$ cat src/rtl/fm_phase_discriminator.sv
// fm_phase_discriminator
//   Turns the CORDIC polar stream (magnitude in the low half, angle in the high half) into
//   instantaneous frequency. Each sample after the first in a packet contributes one delta,
//   which is the wrapped difference between consecutive angles. DECIM deltas are summed and
//   divided by DECIM (arithmetic shift) to give one output word.
//
// Ports
//   s00_axis_aclk    : single clock
//   s00_axis_areset  : synchronous active-high reset
//   s00_axis_t*      : AXI-Stream slave carrying CORDIC words (tstrb ignored)
//   m00_axis_t*      : AXI-Stream master carrying the averaged delta, sign-extended
//                      (tstrb constant all-ones)
//
// A single output register holds at most one word; the input is ready whenever that
// register is empty or is being drained in the same cycle, so sink backpressure reaches
// the source combinationally.

module fm_phase_discriminator #(
  parameter int unsigned C_S00_AXIS_TDATA_WIDTH = 32,
  parameter int unsigned C_M00_AXIS_TDATA_WIDTH = 32,
  parameter int unsigned ANGLE_LSB              = 16,
  parameter int unsigned ANGLE_W                = 16,
  parameter int unsigned DECIM                  = 4
) (
  input  logic                                  s00_axis_aclk,
  input  logic                                  s00_axis_areset,
  input  logic                                  s00_axis_tvalid,
  output logic                                  s00_axis_tready,
  input  logic [C_S00_AXIS_TDATA_WIDTH-1:0]     s00_axis_tdata,
  input  logic                                  s00_axis_tlast,
  input  logic [C_S00_AXIS_TDATA_WIDTH/8-1:0]   s00_axis_tstrb,
  output logic                                  m00_axis_tvalid,
  input  logic                                  m00_axis_tready,
  output logic [C_M00_AXIS_TDATA_WIDTH-1:0]     m00_axis_tdata,
  output logic                                  m00_axis_tlast,
  output logic [C_M00_AXIS_TDATA_WIDTH/8-1:0]   m00_axis_tstrb
);

  localparam int unsigned LOG2_DECIM = $clog2(DECIM);
  // LOG2_DECIM guard bits let DECIM full-scale deltas sum without overflow.
  localparam int unsigned ACC_W      = ANGLE_W + LOG2_DECIM;
  localparam int unsigned CNT_W      = LOG2_DECIM + 1;

  typedef enum logic [0:0] {
    StPrime,
    StAccum
  } state_e;

  state_e                            state_q, state_d;
  logic signed [ANGLE_W-1:0]         prev_q, prev_d;
  logic signed [ACC_W-1:0]           acc_q, acc_d;
  logic [CNT_W-1:0]                  cnt_q, cnt_d;
  logic                              out_valid_q, out_valid_d;
  logic [C_M00_AXIS_TDATA_WIDTH-1:0] out_data_q, out_data_d;
  logic                              out_last_q, out_last_d;

  logic                              in_hs;
  logic                              out_hs;
  logic                              emit;
  logic [C_M00_AXIS_TDATA_WIDTH-1:0] emit_data;
  logic signed [ANGLE_W-1:0]         a_cur;
  logic signed [ANGLE_W-1:0]         delta;
  logic signed [ACC_W-1:0]           acc_next;
  logic signed [ACC_W-1:0]           acc_shift;

  // Magnitude bits and tstrb carry nothing this block needs.
  logic unused_in;
  assign unused_in = ^{s00_axis_tstrb, s00_axis_tdata};

  assign s00_axis_tready = ~out_valid_q | m00_axis_tready;
  assign in_hs           = s00_axis_tvalid & s00_axis_tready;
  assign out_hs          = out_valid_q & m00_axis_tready;

  assign a_cur     = s00_axis_tdata[ANGLE_LSB +: ANGLE_W];
  // Truncation to ANGLE_W bits gives the natural wrap across +/-pi.
  assign delta     = a_cur - prev_q;
  assign acc_next  = acc_q + ACC_W'(delta);
  // Partial groups flushed by tlast still divide by DECIM, not by the sample count.
  assign acc_shift = acc_next >>> LOG2_DECIM;

  always_comb begin
    state_d     = state_q;
    prev_d      = prev_q;
    acc_d       = acc_q;
    cnt_d       = cnt_q;
    out_valid_d = out_valid_q;
    out_data_d  = out_data_q;
    out_last_d  = out_last_q;
    emit        = 1'b0;
    emit_data   = '0;

    if (out_hs) begin
      out_valid_d = 1'b0;
    end

    if (in_hs) begin
      prev_d = a_cur;
      case (state_q)
        StPrime: begin
          // First sample of a packet only establishes the reference angle.
          if (s00_axis_tlast) begin
            emit = 1'b1;
          end else begin
            state_d = StAccum;
          end
        end
        StAccum: begin
          acc_d = acc_next;
          cnt_d = cnt_q + CNT_W'(1);
          if ((cnt_q == CNT_W'(DECIM - 1)) || s00_axis_tlast) begin
            emit      = 1'b1;
            emit_data = C_M00_AXIS_TDATA_WIDTH'(acc_shift);
            acc_d     = '0;
            cnt_d     = '0;
            if (s00_axis_tlast) begin
              state_d = StPrime;
            end
          end
        end
        default: state_d = StPrime;
      endcase
    end

    // A new word may load in the same cycle the old one drains.
    if (emit) begin
      out_valid_d = 1'b1;
      out_data_d  = emit_data;
      out_last_d  = s00_axis_tlast;
    end
  end

  always_ff @(posedge s00_axis_aclk) begin
    if (s00_axis_areset) begin
      state_q     <= StPrime;
      prev_q      <= '0;
      acc_q       <= '0;
      cnt_q       <= '0;
      out_valid_q <= 1'b0;
      out_data_q  <= '0;
      out_last_q  <= 1'b0;
    end else begin
      state_q     <= state_d;
      prev_q      <= prev_d;
      acc_q       <= acc_d;
      cnt_q       <= cnt_d;
      out_valid_q <= out_valid_d;
      out_data_q  <= out_data_d;
      out_last_q  <= out_last_d;
    end
  end

  assign m00_axis_tvalid = out_valid_q;
  assign m00_axis_tdata  = out_data_q;
  assign m00_axis_tlast  = out_last_q;
  assign m00_axis_tstrb  = '1;

endmodule

$ cat config.mk
export PLATFORM = sky130hd
export DESIGN_NAME = fm_phase_discriminator
export DESIGN_NICKNAME = d
export VERILOG_FILES = /design/src/rtl/fm_phase_discriminator.sv
export SDC_FILE = /design/constraint.sdc
export NUM_CORES = 1
export LEC_CHECK = 0
export CORE_MARGIN = 3
export CORE_UTILIZATION = 35
export CTS_BUF_LIST = sky130_fd_sc_hd__clkbuf_4
export DETAILED_ROUTE_END_ITERATION = 10
export GPL_TIMING_DRIVEN = 0
export PLACE_DENSITY = 0.57
export SETUP_SLACK_MARGIN = 0.15
export SYNTH_ARGS = -nofsm -noshare
export SYNTH_HDL_FRONTEND = slang
export SYNTH_SLANG_ARGS = --single-unit
$ cat constraint.sdc
create_clock -name s00_axis_aclk -period 6.1 [get_ports s00_axis_aclk]
set_input_delay 1.22 -clock s00_axis_aclk [delete_from_list [all_inputs] [get_ports s00_axis_aclk]]
set_output_delay 1.22 -clock s00_axis_aclk [all_outputs]
set_load 0.03 [all_outputs]
==> impl_metrics.yaml, run 1 <==
setup_path:
  path_class: "primary input to register"
  end_kind: "register"
  worstRegToRegCells: 18
  crit_buf_inv: 2
  worstPathArrival_ns: 5.70
  crit_slowest_cell: "clkdlybuf4s50_1"
  critPathLaunchType: "primary input"
  critical_path.max_fanout: 8
  crit_family: "compound AO/OA/AOI/OAI gates"
  rrSetupSlack_ns: 1.60
  rr_endpoint: "acc_q[17]$_SDFFE_PP0P_"
  r2r-start: "prev_q[1]$_SDFFE_PP0P_"
  critPathMaxStageDelay_ns: 0.45
  worstPathCellList: "clkdlybuf4s50_1 -> ha_1 -> nor2b_1 -> o311a_1 -> o31a_1 -> o21a_1 -> a41oi_1 -> o21ai_1 -> xnor2_1 -> ha_1 -> clkbuf_1 -> o21a_1 -> o221ai_1 -> a2111o_1 -> o211ai_1 -> nand3_1 -> a211o_1 -> a31oi_1"
  cp.required_ns: 6.42
yosys:
  yosys.area_share.xor_xnor_pct: 5.79
  synth_edf_count: 0
  synth.avg_cell_area_um2: 8.12
  seq_area_frac_synth_pct: 30.1
  synthFlopType: "dfxtp_1"
  yosys_warnings: 0
  yosys.area_share.simple_pct: 17.3
  synth_mux_area_share_pct: 0.538
  synth_top_family_by_area: "compound AO/OA/AOI/OAI gates"
  async_reset_ff_share_pct: 0
  syn_inst: 458
  synth_compound_gate_area_share_pct: 25.0
  synth_top_cell_by_area: "dfxtp_1"
  ys_top_cells_by_area: "dfxtp_1, ha_1, nor2_1"
  synth.distinct_cells: 54
  synth_fa_ha_area_share_pct: 12.5
  synth.top_cell.area_share_pct: 30.1
  syn-cell-area_um2: 3720
  synth_seq_cells: 56
final_layout:
  final_common_cell: "dfxtp_1"
  drive_gt1_share_pct: 6.49
  final_cell_mix: "dfxtp_1, clkdlybuf4s50_1, nor2_1"
  syn_to_final_growth_pct: 21.7
  diodes: 0
  register_area_um2: 1120
  fin_cells: 657
  design_area_um2: 4530
  fill_cells: 1049
  fin_nets: 600
  multiInputGateArea_um2: 2290
sta:
  timing.final.crit_share_pct: 88.1
  rsz0062_at_grt: "no"
  setup_tns_ns: 0
  drv_slew: 0
  slew_headroom_pct: 47.2
  setup_viol: 0
  fin_crit_ns: 5.38
  fmax_mhz: 186
  clock-skew-final_ns: 0.0190
  finalHoldViolations: 0
  worst_slew_pin_slew_ns: 0.789
status:
  status: "finished clean"
global_route:
  grt_first_pass_wirelength_um: 15200
  grt_usage_pct: 16.0
  grt_max_degree: 19
  antenna_found_initial: 0
  gr-total-overflow: 0
  grt_pass1_vias: 3186
routing:
  first_iter_violations: 130
  vias: 3360
  drc: 0
  wl_per_cell_um: 13.9
  drtPass1Iterations: 4
  vias_per_cell: 5.11
  drtAntennaViolNets: 0
  drt_wl_total_um: 9150
worst_hold_path:
  min_to: "prev_q[3]$_SDFFE_PP0P_"
  min_from: "prev_q[3]$_SDFFE_PP0P_"
  whs_path_depth: 2
  hold_path.class: "register to register"
pwr:
  p_per_area_nw_per_um2: 196
  ir_drop_uv: 94.4
  power.leakage_nw: 1.90
  power_mw: 0.889
placed_design:
  portBuffers: 55
  routabilityCongestion: 0.855
  dp_hpwl_um: 7220
  place_inst: 649
  place_area_um2: 4450
die:
  rows: 36
  initial_core_util_pct: 37.0
  die_x_um: 109
  die_h_um: 109
  die_area_um2: 11900
  core_um2: 10000
  ios: 80
clock_network:
  cts.sink_count: 56
  ctsHoldBuffers: 0
  ctsResizeCount: 0
  htreeDepth: 2
  postCtsSetupRepairBufs: 0
  clk_latency_ns: 0.39
  numCtsBuffers: 5
  cts_tree: "built"
  cts_buffer_depth: 2
  clk_pin_slew_ns: 0.17
  clockRootBuffer: "clkbuf_4"
flow_run:
  drv_cap: 0
## stage by stage
stage | setup slack (ns) | hold WS [ns] | util, %
final | 0.723 | 0.466 | 45.1
after CTS | 0.800 | 0.467 | 45.1
after floorplan | 1.39 | 0.436 | -
after global placement | 0.469 | 0.441 | 44.3
after global routing | 0.444 | 0.483 | 45.1
after detailed placement | 0.388 | 0.447 | 44.3
## synthesized netlist by cell type (all sizes together) (3+ instances only)
cell    number
a32o         5
nand3        6
nor2b        5
inv         27
a22oi       19
nand2b       6
nor3         6
a21oi       36
a31oi        6
nor2        51
xor2         8
and2         4
a32oi        3
o21a        12
xnor2       14
a22o         6
dfxtp       56
clkbuf      12
or3          3
o21ai       17
nand4        5
a21o        14
ha          34
nand2       46
buf         24
## registers in the layout, summed over array words and instances, names as in the netlist
register         flops
state_q              1
m00_axis_tlast       1
cnt_q                3
prev_q              16
m00_axis_tvalid      1
m00_axis_tdata      16
acc_q               18
## metal layers
layer  vias up  global-route usage [%]  wire [um]
met1      1532                    21.7       4430
met2        78                    26.8       4090
met5         -                       0          0
met4         0                    3.34        112
met3         7                    2.37        518
li1       1743                       -          -
## worst register-to-register path, delay by kind of cell (launching register included)
kind	cells	cell delay, ns
AND/OR/NAND/NOR	2	0.30
XOR/XNOR	1	0.17
buffers and inverters	2	0.36
adder cells (fa/ha/maj)	2	0.54
AO/OA/AOI/OAI	11	2.68
flip-flops	1	0.40
## cell type report
cell class                 instances  area share (%)
buffer                            36            4.84
clock buffer                       6           0.995
clock inverter                     2           0.774
inverter                          27            2.24
multi-input combinational        342            50.6
sequential                        56            24.8
tap                              133            3.68
timing repair buffer              55            12.2
## cell families after synthesis
group                    Yosys count
XOR/XNOR                          23
other                              1
AO/OA/AOI/OAI                    136
multiplexers                       2
buffers and inverters             63
flip-flops                        56
AND/OR/NAND/NOR                  141
adder cells (fa/ha/maj)           36
## worst max-delay path by stage
stage	endpoint	cells past startpoint	slack (ns)	from
4_1_cts	acc_q[17]$_SDFFE_PP0P_	18	0.80	s00_axis_tdata[17]
3_3_place_gp	acc_q[17]$_SDFFE_PP0P_	18	0.47	s00_axis_tdata[17]
3_5_place_dp	acc_q[17]$_SDFFE_PP0P_	18	0.39	s00_axis_tdata[17]
2_1_floorplan	acc_q[17]$_SDFFE_PP0P_	17	1.39	s00_axis_tdata[17]
6_report	acc_q[17]$_SDFFE_PP0P_	18	0.72	s00_axis_tdata[17]
5_1_grt	acc_q[17]$_SDFFE_PP0P_	18	0.44	s00_axis_tdata[17]
## power breakdown
| group | internal, mW | leakage, nW | switching (mW) |
|---|---|---|---|
| combinational | 0.122 | 1.40 | 0.168 |
| sequential | 0.378 | 0.455 | 0.00706 |
| clock | 0.0907 | 0.0456 | 0.122 |
| total | 0.591 | 1.90 | 0.298 |
Note: power is estimated with default switching activity, not from simulation.
==> run 2, diff against run 1 <==
- CORE_ASPECT_RATIO: default -> 1.25
==> run 2 against run 1 <==
Compared with the run above:
- maximum frequency up 1.5%
- critical path depth is the same
- clock power about the same
- setup slack gained 0.078 ns
- worst hold slack better by 0.0019 ns
- register-to-register slack improved by 0.05 ns
- critical endpoint unchanged
- largest cell class unchanged
==> impl_metrics.yaml, run 2 (same netlist as run 1, synthesis figures left out) <==
final_layout:
  largest_register_ffs: 18
  fin_nets: 600
  regMostFlops: "acc_q"
  final_common_cell: "dfxtp_1"
  fin_cells: 654
  utilization_pct: 44.3
  syn_to_final_growth_pct: 21.7
  drive_gt1_share_pct: 6.49
  final_cell_mix: "dfxtp_1, clkdlybuf4s50_1, nor2_1"
routing:
  drtAntennaViolNets: 0
  drt_wl_total_um: 9410
  vias_per_cell: 5.17
  drtPass1Iterations: 4
  first_iter_violations: 192
  wl_per_cell_um: 14.4
  vias: 3380
  drc: 0
flow_run:
  drv_cap: 0
global_route:
  grt_max_degree: 19
  gr-total-overflow: 0
  grt_first_pass_wirelength_um: 15600
  antenna_found_initial: 1
  grt_pass1_vias: 3212
  grt_usage_pct: 16.3
worst_hold_path:
  min_from: "prev_q[4]$_SDFFE_PP0P_"
  hold_path.class: "register to register"
sta:
  drv_slew: 0
  worst_slew_pin_slew_ns: 0.702
  fmax_mhz: 189
  clock-skew-final_ns: 0.00883
  finalHoldViolations: 0
  fin_ws_ns: 0.802
  fin_crit_ns: 5.30
  setup_tns_ns: 0
  slew_headroom_pct: 53.0
  setup_viol: 0
  timing.final.crit_share_pct: 86.9
  rsz0062_at_grt: "no"
pwr:
  p_per_area_nw_per_um2: 197
  p_seq_share_pct: 43.2
  power_mw: 0.893
  p_sw_mw: 0.302
  cellInternalPower_mw: 0.591
  power.leakage_nw: 1.90
  p_comb_share_pct: 32.7
  clkPwrFrac_pct: 24.1
  power.share.switching_pct: 33.8
  ir_drop_uv: 71.3
placed_design:
  routabilityCongestion: 0.887
  place_inst: 645
  dp_hpwl_um: 7400
  portBuffers: 55
  place_ws_ns: 0.406
setup_path:
  end_kind: "register"
  worstPathCellList: "clkdlybuf4s50_1 -> ha_1 -> nor2b_1 -> o311a_1 -> o31a_1 -> o21a_1 -> a41oi_1 -> o21ai_1 -> xnor2_1 -> ha_1 -> clkbuf_1 -> o21a_1 -> o221ai_1 -> a2111o_1 -> o211ai_1 -> nand3_1 -> a211o_1 -> a31oi_1"
  critical_path.max_fanout: 8
  startpoint: "s00_axis_tdata[17]"
  critPathLaunchType: "primary input"
  r2r-start: "prev_q[1]$_SDFFE_PP0P_"
  cp.required_ns: 6.43
  crit_slowest_cell: "clkdlybuf4s50_1"
  crit_buf_inv: 2
  worstPathArrival_ns: 5.63
  path_class: "primary input to register"
  crit_family: "compound AO/OA/AOI/OAI gates"
  critPathMaxStageDelay_ns: 0.45
clock_network:
  ctsResizeCount: 0
  clockRootBuffer: "clkbuf_4"
  numCtsBuffers: 5
  ctsHoldBuffers: 0
  cts_buffer_depth: 2
  cts_tree: "built"
  postCtsSetupRepairBufs: 0
  clk_pin_slew_ns: 0.16
  htreeDepth: 2
  cts.sink_count: 56
  clk_latency_ns: 0.40
die:
  rows: 41
  die_h_um: 121
  ios: 80
  die_area_um2: 11900
  die_x_um: 98.2
  initial_core_util_pct: 36.4
  core_um2: 10200
status:
  status: "finished clean"
## run 2: cell types whose count changed in the layout (fill, tap and decap cells not counted)
cell / delta
diode_2: +1
## run 2: stage by stage
| step | area [um2] | hold WS [ns] |
|---|---|---|
| after floorplan | 3730 | 0.436 |
| after global placement | 4440 | 0.442 |
| after detailed placement | 4440 | 0.450 |
| after CTS | 4520 | 0.470 |
| after global routing | 4520 | 0.487 |
| final | 4520 | 0.468 |
## run 2: layout make-up
cell class | instances | area [um2]
fillers | 1052 | 5680
multi-input cells | 342 | 2290
flip-flops and latches | 56 | 1120
repair buffers | 55 | 551
plain buffers | 36 | 219
well taps | 129 | 161
inverters | 27 | 101
clock buffers | 6 | 45.0
clock inverters | 2 | 35.0
diodes | 1 | 2.50
## run 2: routing by layer
metal  GRT usage, %  vias to the layer above  wire length (um)
li1               -                     1743                 -
met1           19.4                     1557              4040
met2           29.4                       73              4810
met3           2.70                        7               405
met4           5.89                        0               150
met5              0                        -                 0
## run 2: path summary, 6_finish.rpt
check / slack, ns / cells after the start / to
max: 0.80 / 18 / acc_q[17]$_SDFFE_PP0P_
min: 0.47 / 2 / prev_q[4]$_SDFFE_PP0P_
max reg2reg: 1.65 / 18 / acc_q[17]$_SDFFE_PP0P_
min reg2reg: 0.47 / 2 / prev_q[4]$_SDFFE_PP0P_
## run 2: tightest hold or removal path, stage by stage, from the launching register on
cell	delay [ns]
dfxtp_1	0.34
nand2_1	0.05
a21oi_1	0.05
## run 2: power groups by stage
stage | clock (mW) | combinational [mW] | sequential, mW
finish | 0.215 | 0.292 | 0.385
global route | 0.239 | 0.328 | 0.387
CTS | 0.226 | 0.295 | 0.386
detailed placement | 0 | 0.293 | 0.393
global placement | 0 | 0.290 | 0.393
floorplan | 0 | 0.208 | 0.397
==> run 3, diff against run 2 <==
- CORE_UTILIZATION: 35 -> 40
- PLACE_DENSITY: 0.57 -> 0.63
- SKIP_CTS_REPAIR_TIMING: default -> 1
==> run 3 against run 2 <==
Compared with the run above:
- cell count is 1.5% lower
- register-to-register slack lost 0.05 ns
- routed wire length decreased by 0.16%
- worst hold slack hardly changed
- utilization up 6.9 points
- via count rose by 0.86%
==> impl_metrics.yaml, run 3 (same netlist as run 1, synthesis figures left out) <==
sta:
  timing.final.crit_share_pct: 87.6
  setup_tns_ns: 0
  drv_slew: 0
  setup_viol: 0
  rsz0062_at_grt: "no"
  finalHoldViolations: 0
  fin_crit_ns: 5.35
  fmax_mhz: 187
  worst_slew_pin_slew_ns: 0.714
  clock-skew-final_ns: 0.0156
  slew_headroom_pct: 52.2
  fin_ws_ns: 0.754
setup_path:
  cp.required_ns: 6.45
  worstPathArrival_ns: 5.69
  path_class: "primary input to register"
  end_kind: "register"
  critical_path.max_fanout: 8
  critPathLaunchType: "primary input"
die:
  die_area_um2: 10500
  initial_core_util_pct: 41.8
  ios: 80
  die_h_um: 114
  die_x_um: 92.2
  rows: 38
  core_um2: 8890
flow_run:
  drv_cap: 0
placed_design:
  place_ws_ns: 0.359
  place_area_um2: 4430
  portBuffers: 55
  routabilityCongestion: 0.896
  dp_hpwl_um: 7390
final_layout:
  diodes: 0
  final_common_cell: "dfxtp_1"
  largest_register_ffs: 18
  final_cell_mix: "dfxtp_1, clkdlybuf4s50_1, nor2_1"
  fin_nets: 600
  syn_to_final_growth_pct: 22.6
  regMostFlops: "acc_q"
  drive_gt1_share_pct: 6.49
  design_area_um2: 4560
pwr:
  ir_drop_uv: 125
  p_per_area_nw_per_um2: 215
  power_mw: 0.978
  power.leakage_nw: 1.92
global_route:
  grt_first_pass_wirelength_um: 15400
  grt_pass1_vias: 3219
  grt_usage_pct: 18.3
  gr-total-overflow: 0
  antenna_found_initial: 0
  grt_max_degree: 19
worst_hold_path:
  hold_path.class: "register to register"
clock_network:
  clk_pin_slew_ns: 0.17
  cts_buffer_depth: 2
  cts_tree: "built"
  clk_latency_ns: 0.41
  htreeDepth: 2
  cts.sink_count: 56
  clockRootBuffer: "clkbuf_4"
  numCtsBuffers: 5
status:
  status: "finished clean"
routing:
  wl_per_cell_um: 14.6
  drtPass1Iterations: 4
  drtAntennaViolNets: 0
  first_iter_violations: 145
  drc: 0
  drt_wl_total_um: 9390
  vias_per_cell: 5.29
  vias: 3409
-- run 3: through the flow --
step | utilization, % | hold slack (ns) | std cells
6_report | 51.3 | 0.468 | 644
5_1_grt | 51.3 | 0.487 | 644
4_1_cts | 51.3 | 0.469 | 644
3_5_place_dp | 49.8 | 0.448 | 636
3_3_place_gp | 49.8 | 0.442 | 636
2_1_floorplan | - | 0.436 | 461
-- run 3: critical path: stages --
cell and delay, ns:
clkdlybuf4s50_1 0.45, ha_1 0.30, nor2b_1 0.14, o311a_1 0.35, o31a_1 0.32, o21a_1 0.21
a41oi_1 0.31, o21ai_1 0.13, xnor2_1 0.17, ha_1 0.28, clkbuf_1 0.32, o21a_1 0.16
o221ai_1 0.17, a2111o_1 0.35, o211ai_1 0.21, nand3_1 0.16, a211o_1 0.31, a31oi_1 0.15
-- run 3: area by class of cell --
| type | instances | area (um2) |
|---|---|---|
| tap | 120 | 150 |
| multi-input combinational | 342 | 2290 |
| fill | 888 | 4330 |
| clock inverter | 3 | 90.1 |
| clock buffer | 5 | 37.5 |
| buffer | 36 | 219 |
| sequential | 56 | 1120 |
| timing repair buffer | 55 | 551 |
| inverter | 27 | 101 |
-- run 3: final timing paths --
path	start	end	slack, ns	depth (start not counted)
hold reg to reg	prev_q[9]$_SDFFE_PP0P_	prev_q[9]$_SDFFE_PP0P_	0.47	2
hold / removal	prev_q[9]$_SDFFE_PP0P_	prev_q[9]$_SDFFE_PP0P_	0.47	2
setup reg to reg	prev_q[1]$_SDFFE_PP0P_	acc_q[17]$_SDFFE_PP0P_	1.60	18
setup / recovery	s00_axis_tdata[17]	acc_q[17]$_SDFFE_PP0P_	0.75	18
-- run 3: power breakdown --
part / switching [mW] / internal (mW) / leakage, nW
clock: 0.131 / 0.169 / 0.0654
sequential: 0.00716 / 0.378 / 0.455
combinational: 0.171 / 0.122 / 1.40
total: 0.309 / 0.669 / 1.92
-- run 3: layer usage --
metal,up-vias,global-route usage (%),wire length [um]
met5,-,0,0
met4,0,6.05,193
met3,9,2.97,408
met2,78,33.2,4690
met1,1581,22.0,4100
li1,1741,-,-
==> edit, RTL diff (config.mk and constraints of run 2) <==
Reset style: asynchronous (`s00_axis_areset`), changed in one clocked block. Comments in the files are not updated.
--- a/src/rtl/fm_phase_discriminator.sv
+++ b/src/rtl/fm_phase_discriminator.sv
@@ -131,3 +131,3 @@
 
-  always_ff @(posedge s00_axis_aclk) begin
+  always_ff @(posedge s00_axis_aclk or posedge s00_axis_areset) begin
     if (s00_axis_areset) begin
Formal check against the unedited RTL: differs if s00_axis_areset is asserted again (counterexample within 4 cycles, from zero or initial values and one cycle with s00_axis_areset high); with s00_axis_areset held inactive, the same outputs for 4 cycles.
==> edit against run 2 <==
  * Design area is 1.5% lower
  * Non-clock buffer count is 4 lower
  * Sequential cell count stayed put
  * Critical path depth is 2 higher
  * Worst hold slack better by 0.030 ns
  * Critical path type unchanged
  * Count of clock-buffer cells in the layout is 1 lower
  * Setup slack better by 0.13 ns
  * Area after synthesis is 2.1% lower
  * Routed wire length is 12% lower
  * Critical endpoint is now m00_axis_tdata[30]
  * Register-to-register slack better by 0.25 ns
  * Clock skew is 0.0030 ns higher
  * Cell count is 12% lower
Power is not compared: it rests on default switching activity, and its combinational part moved more than twofold at a synthesized area within 25%.
==> edit: results (changes against run 2) <==
[run_status]
status = completed

[cells_and_area]
n_fill_cell = 996  ; -5.3%
multi_input_cells = 266  ; -22%
area_share_nonclk_buffers_pct = 17.2  ; +0.17 points
clk_share_pct = 1.68  ; -0.086 points
num-nonclk-buffers = 87  ; -4.4%
n_antenna_cell = 0  ; -1
final_net_count = 522  ; -13%
seq_area_sq_um = 1400  ; +25%
nFlopsAndLatches = 56  ; unchanged

[synthesis]
synthTopCellsByCount = 56 x dfrtp_1, 37 x nand2_1, 34 x ha_1
yosys_most_used_dff = dfrtp_1
ys_top_cells_by_area = dfrtp_1 39%, ha_1 12%, a22o_1 7.5%, xnor2_1 4.8%, o21ai_0 4.3%

[global_routing]
grt_use_met2_pct = 26.0  ; -3.4 points
gr-usage-met3_pct = 2.27  ; -0.44 points
grt_max_degree = 32  ; +13
met1_usage_pct = 18.4  ; -1.0 points

[detailed_routing]
drtIter0Drc = 118  ; -39%
wl_met1_mm = 3.71  ; -8.4%
met2WireLength_mm = 4.24  ; -12%
first_pass_iters = 5  ; +1
drt-total-wl_mm = 8.27  ; -12%

[worst_setup_path]
reg2reg_slack_ns = 1.90  ; +0.25 ns
crit_arrival_ns = 5.45  ; -0.18 ns

[cts]
clkLatencyLatePin_ns = 0.38  ; -0.02 ns

[place]
place_area_sq_um = 4380  ; -1.3%

[sta]
tightest_slew_ns = 0.975  ; +0.273 ns

==> edit: changes by cell type after synthesis, moves of 19 or more <==
cell     delta
dfrtp_1    +56
dfxtp_1    -56
nor2_1     -42
a22o_1     +25
a22oi_1    -19
o21ai_0    +19
==> edit: worst paths after layout <==
kind	startpoint	to	cells after the start
max in group asynchronous	s00_axis_areset	prev_q[1]	3
worst max register to register	prev_q[0]	m00_axis_tdata[30]	18
worst min-delay path	m00_axis_tdata[0]	m00_axis_tdata[0]	2
min in group asynchronous	s00_axis_areset	m00_axis_tdata[9]	2
worst min register to register	m00_axis_tdata[0]	m00_axis_tdata[0]	2
worst max-delay path	s00_axis_tdata[16]	m00_axis_tdata[30]	20
==> edit: stage by stage <==
| stage | utilization (%) | power [W] | cells | setup WS, ns |
|---|---|---|---|---|
| floorplan | - | 0.00158 | 382 | 1.54 |
| CTS | 44.1 | 0.00220 | 575 | 0.970 |
| finish | 44.1 | 0.00218 | 575 | 0.934 |
| global placement | 43.2 | 0.00197 | 566 | 0.563 |
| detailed placement | 43.4 | 0.00198 | 567 | 0.563 |
| global route | 44.1 | 0.00236 | 575 | 0.550 |
==> edit: power by group <==
group	internal, W	switching [W]
clock	0.0000841	0.000119
sequential	0.000495	0.0000800
combinational	0.000612	0.000786
==> edit: worst register-to-register path: cells and delay by family, from the launching register on <==
kind | cells | cell delay (ns)
compound gates | 10 | 1.86
xor+xnor | 3 | 0.67
fa+ha+maj | 3 | 0.94
flops | 1 | 0.41
simple gates | 2 | 0.25
==> edit: kinds of logic after synthesis <==
kind of cell	count (synthesis)	share of synthesized area, %
adders and majority gates	36	12.8
buffers and inverters	60	8.35
other	1	0.103
DFF	56	38.5
and+or+nand+nor	74	9.42
muxes	2	0.619
AOI/OAI and AO/OA	119	22.6
xor gates and xnor gates	31	7.67
